$ cat src/rtl/imem_param.sv
// Instruction memory with a single registered fetch response and a program-load
// write port. Optional per-word even parity is enabled by defining IMEM_PARITY_EN.
module imem_param #(
   parameter int unsigned          DATA_W   = 32,
   parameter int unsigned          DEPTH    = 64,
   parameter logic [DATA_W-1:0]    NOP_WORD = 32'h00000000
) (
   input  logic                     clk,
   input  logic                     rst,
   input  logic                     req_valid,
   output logic                     req_ready,
   input  logic [31:0]              req_addr,
   output logic                     rsp_valid,
   input  logic                     rsp_ready,
   output logic [DATA_W-1:0]        rsp_instr,
   output logic                     rsp_fault,
   output logic                     rsp_perr,
   input  logic                     prog_we,
   input  logic [$clog2(DEPTH)-1:0] prog_idx,
   input  logic [DATA_W-1:0]        prog_data,
   output logic [31:0]              fetch_cnt
);

   localparam int unsigned AW = $clog2(DEPTH);
   localparam logic [32:0] ADDR_LIMIT = 33'(DEPTH) << 2;

   // Handshake: a transfer happens on a rising edge where valid && ready are both
   // high; the response register holds its payload until rsp_ready takes it.

   // Array is never reset; contents survive rst and start out as NOP_WORD.
   logic [DATA_W-1:0] mem_q [DEPTH] = '{default: NOP_WORD};

   logic              rsp_valid_q, rsp_valid_d;
   logic [DATA_W-1:0] rsp_instr_q, rsp_instr_d;
   logic              rsp_fault_q, rsp_fault_d;
   logic              rsp_perr_q,  rsp_perr_d;
   logic [31:0]       fetch_cnt_q, fetch_cnt_d;

   logic              accept;
   logic              addr_fault;
   logic [AW-1:0]     rd_idx;
   logic [DATA_W-1:0] rd_word;
   logic              rd_perr;

   assign req_ready  = !rst && (!rsp_valid_q || rsp_ready);
   assign accept     = req_valid && req_ready;
   assign rd_idx     = req_addr[AW+1:2];
   assign addr_fault = (req_addr[1:0] != 2'b00) || ({1'b0, req_addr} >= ADDR_LIMIT);
   assign rd_word    = mem_q[rd_idx];

`ifdef IMEM_PARITY_EN
   logic par_q [DEPTH] = '{default: ^NOP_WORD};

   always_ff @(posedge clk) begin
      if (prog_we) par_q[prog_idx] <= ^prog_data;
   end

   assign rd_perr = (par_q[rd_idx] != ^rd_word);
`else
   assign rd_perr = 1'b0;
`endif

   // Write uses NBA, so a same-cycle fetch of the same index sees the old word.
   always_ff @(posedge clk) begin
      if (prog_we) mem_q[prog_idx] <= prog_data;
   end

   always_comb begin
      rsp_valid_d = rsp_valid_q;
      rsp_instr_d = rsp_instr_q;
      rsp_fault_d = rsp_fault_q;
      rsp_perr_d  = rsp_perr_q;
      fetch_cnt_d = fetch_cnt_q;
      if (accept) begin
         rsp_valid_d = 1'b1;
         rsp_instr_d = addr_fault ? NOP_WORD : rd_word;
         rsp_fault_d = addr_fault;
         rsp_perr_d  = !addr_fault && rd_perr;
         fetch_cnt_d = fetch_cnt_q + 32'd1;
      end else if (rsp_ready) begin
         rsp_valid_d = 1'b0;
      end
   end

   always_ff @(posedge clk) begin
      if (rst) begin
         rsp_valid_q <= 1'b0;
         rsp_instr_q <= '0;
         rsp_fault_q <= 1'b0;
         rsp_perr_q  <= 1'b0;
         fetch_cnt_q <= '0;
      end else begin
         rsp_valid_q <= rsp_valid_d;
         rsp_instr_q <= rsp_instr_d;
         rsp_fault_q <= rsp_fault_d;
         rsp_perr_q  <= rsp_perr_d;
         fetch_cnt_q <= fetch_cnt_d;
      end
   end

   assign rsp_valid = rsp_valid_q;
   assign rsp_instr = rsp_instr_q;
   assign rsp_fault = rsp_fault_q;
   assign rsp_perr  = rsp_perr_q;
   assign fetch_cnt = fetch_cnt_q;

endmodule

$ cat config.mk
export PLATFORM = sky130hd
export DESIGN_NAME = imem_param
export DESIGN_NICKNAME = d
export VERILOG_FILES = /design/src/rtl/imem_param.sv
export SDC_FILE = /design/constraint.sdc
export NUM_CORES = 2
export LEC_CHECK = 0
export BUFFER_PORTS_ARGS = -buffer_cell sky130_fd_sc_hd__buf_4
export CAP_MARGIN = 10
export CORE_MARGIN = 2
export CORE_UTILIZATION = 54
export CTS_CLUSTER_DIAMETER = 150
export DETAILED_ROUTE_END_ITERATION = 16
export PLACE_DENSITY = 0.7
export SYNTH_ARGS = -nofsm -noshare
export SYNTH_HDL_FRONTEND = slang
export SYNTH_SLANG_ARGS = --single-unit
export TNS_END_PERCENT = 10
$ cat constraint.sdc
create_clock -name clk -period 9.34 [get_ports clk]
set_input_delay 0.467 -clock clk [delete_from_list [all_inputs] [get_ports clk]]
set_output_delay 0.467 -clock clk [all_outputs]
set_load 0.05 [all_outputs]
==> metrics.cfg <==
[finish]
layout-drive-gt1-share_pct = 20.1
fill_cells = 10400
fin_nets = 4496
syn_to_final_growth_pct = 12.7
postLayoutCoreUtil_pct = 61.4
multiInputGateArea_um2 = 18200
regArea_um2 = 62800

[floorplanning]
rows = 142
io-pin-count = 143
initial_utilization_pct = 54.5
coreArea_um2 = 150000
die_h_um = 393
die_w_um = 393
die_area_um2 = 155000

[setup_path]
rr_endpoint = rsp_instr[14]
crit_fanout = 66
crit_top_cell = buf_4
crit_required_ns = 10.03
crit_end = rsp_instr[14]
critPathLaunchType = primary input
reg2reg_depth = 4
crit_path_top_delay_cell = nand3_2
r2r-start = rsp_valid
cp-end-kind = flop
regToRegSetupSlack_ns = 6.66
path_cells = clkbuf_8 -> buf_4 -> buf_4 -> nor4_1 -> nand4b_1 -> nand3_2 -> o31ai_1
arrival_ns = 4.56
startpoint = req_addr[3]
crit_path_max_incr_delay_ns = 0.93
worstSetupPathType = primary input to flop

[logic_synthesis]
synth_top_area_share_pct = 75.2
synthesis.nets = 4293
async_flop_share_pct = 0
synth_edf_count = 2048
syn_area_per_cell_um2 = 19.4
syn_area_um2 = 81800
synth_largest_area_cell = edfxtp_1
synth_ff_type = edfxtp_1
syn_inst = 4217
yosysMostFrequentCell = edfxtp_1
synth_area_leaders = edfxtp_1 (75%), mux2i_1 (7.0%), mux4_2 (5.3%)
yosys_warnings = 0
synthTopCellsByCount = edfxtp_1 (2,048), mux2i_1 (569), a22oi_1 (281)
ys_seq_elements = 2114
yosysSeqAreaShare_pct = 76.8
ys_types = 54

[sta]
setup_ws_ns = 5.47
slew_viol_final = 0
setup_tns_ns = 0
finalCritPeriodShare_pct = 41.4
finalCriticalPeriod_ns = 3.87
tightest_slew_ns = 1.27
skew_ns = 0.0250
max_freq_mhz = 258
finalSetupViolCount = 0
slew_headroom_pct = 15.4
hold_violations = 0
rsz0062_at_grt = false

[placed_design]
dpl.hpwl_um = 111000
pre_cts_slack_ns = 4.54
gp_congestion = 0.813
io_buffers = 141

[drt]
drtAntennaViolNets = 0
drt-initial-drc-count = 5235
num_vias = 42600
drc_errors = 0
dr.pass1.iters = 5
drt-vias-per-instance = 6.44
avgRoutedWirePerCell_um = 31.7
routed_wl_um = 210000

[grt]
grt_max_degree = 123
track_usage_pct = 27.2
grt_antenna_before_repair = 14
overflow = 0
grt_pass1_wl_um = 297000
grt_pass1_vias = 41700

[min_path]
worstHoldPathType = primary input to flop

[cts]
cts_sinks = 2114
clk_pin_slew_ns = 0.06
htreeDepth = 4
cts_buffers = 205
post_cts_buffers = 0
worstSkewPairLatency_ns = 0.82
cts_root_buf = clkbuf_16
clk_path_buf_depth = 3
cts_tree = done

[power_and_ir_drop]
vdd_drop_max_mv = 0.193
p_leak_nw = 30.0
power.density_nw_per_um2 = 211

[run_status]
status = completed

[job]
maxCapViolCount = 0

==> critical path: cells and delay by family <==
kind            cells  cell delay [ns]
buf+inv             3             2.10
compound gates      1             0.60
simple gates        3             1.26
==> worst min-delay path by stage <==
| stage | from | to | slack (ns) | cells after the start |
|---|---|---|---|---|
| 6_report | rst | fetch_cnt[0] | 0.06 | 2 |
| 5_1_grt | rst | fetch_cnt[10] | 0.05 | 2 |
| 4_1_cts | rst | fetch_cnt[10] | 0.01 | 2 |
| 3_5_place_dp | rsp_instr[18] | rsp_instr[18] | 0.45 | 2 |
| 3_3_place_gp | rsp_instr[18] | rsp_instr[18] | 0.46 | 2 |
| 2_1_floorplan | prog_data[0] | mem_q[0][0] | 0.57 | 0 |
==> routing by layer <==
| layer | up-vias | wire length [um] | GRT usage, % |
|---|---|---|---|
| met3 | 371 | 20600 | 5.98 |
| met4 | 16 | 7660 | 9.90 |
| met1 | 22400 | 82300 | 38.1 |
| li1 | 17700 | - | - |
| met5 | - | 104 | 0 |
| met2 | 2119 | 98800 | 42.5 |
==> state kept, by name (all words and copies together), names as in the netlist <==
| name | count |
|---|---|
| mem_q | 2048 |
| fetch_cnt | 32 |
| rsp_instr | 32 |
| rsp_fault | 1 |
| rsp_valid | 1 |
==> report_power, final <==
part / switching, mW / internal [mW]
combinational: 0.578 / 0.283
sequential: 0.0146 / 10.5
clock: 3.47 / 4.64
total: 4.06 / 15.4
==> stage by stage <==
step | hold WS, ns | cell area, um2 | instances | total power [mW]
4_1_cts | 0.0144 | 92100 | 6611 | 19.5
3_3_place_gp | 0.456 | 85400 | 6225 | 11.5
3_5_place_dp | 0.449 | 85400 | 6225 | 11.5
6_report | 0.0554 | 92100 | 6617 | 19.4
5_1_grt | 0.0466 | 92100 | 6612 | 19.9
2_1_floorplan | 0.566 | 81800 | 4217 | 11.2
==> repair_timing <==
item                                    in CTS  in global routing
gates resized for setup                      0                  0
hold buffers                                 4                  0
endpoints found under the hold margin        2                  0
endpoints found under the setup margin       0                  0
==> cell type report <==
type	instances	share of cell area, %
inverters	8	0.0326
well taps	2016	2.74
repair buffers	250	2.13
clock buffers	261	5.99
multi-input cells	1841	19.7
clock inverters	121	1.21
flip-flops and latches	2114	68.2
diodes	6	0.0163
==> cell families (layout without fill, tap and decap cells) <==
| family | Yosys count | in the layout | synth area share (%) |
|---|---|---|---|
| xor+xnor | 14 | 14 | 0.150 |
| simple gates | 380 | 380 | 2.57 |
| mux | 864 | 864 | 13.7 |
| compound gates | 581 | 581 | 5.03 |
| other cells | 1 | 7 | 0.00459 |
| buf+inv | 262 | 640 | 1.72 |
| flops | 2114 | 2114 | 76.8 |
| fa+ha+maj | 1 | 1 | 0.0153 |
==> cells in the final DEF (no fill, tap or decap), types with 7 or more instances in the layout <==
master	Yosys	routed
o21a_1	23	23
nand3_1	19	18
clkbuf_1	87	44
mux4_2	192	192
and3_1	7	7
a22o_1	7	7
a22oi_1	281	281
mux2i_1	569	569
clkinvlp_4	0	7
inv_6	0	7
a211oi_1	32	32
o211ai_1	25	25
bufinv_16	0	17
clkbuf_8	0	8
mux2_2	103	103
inv_1	7	7
nand4_1	55	55
o22ai_1	32	32
nor2b_1	40	38
nor2_1	120	56
nor4_1	9	9
a21oi_1	34	34
dfxtp_1	66	66
clkbuf_16	0	210
and4_1	23	22
or3_1	8	8
o21ai_0	57	57
buf_4	56	239
edfxtp_1	2048	2048
nand2_1	50	50
o2bb2ai_1	7	7
nor2_4	0	64
o21ai_1	11	11
o31ai_1	65	65
clkinv_1	1	55
clkinv_2	0	28
xnor2_1	8	8
(Power assumes the default switching activity.)
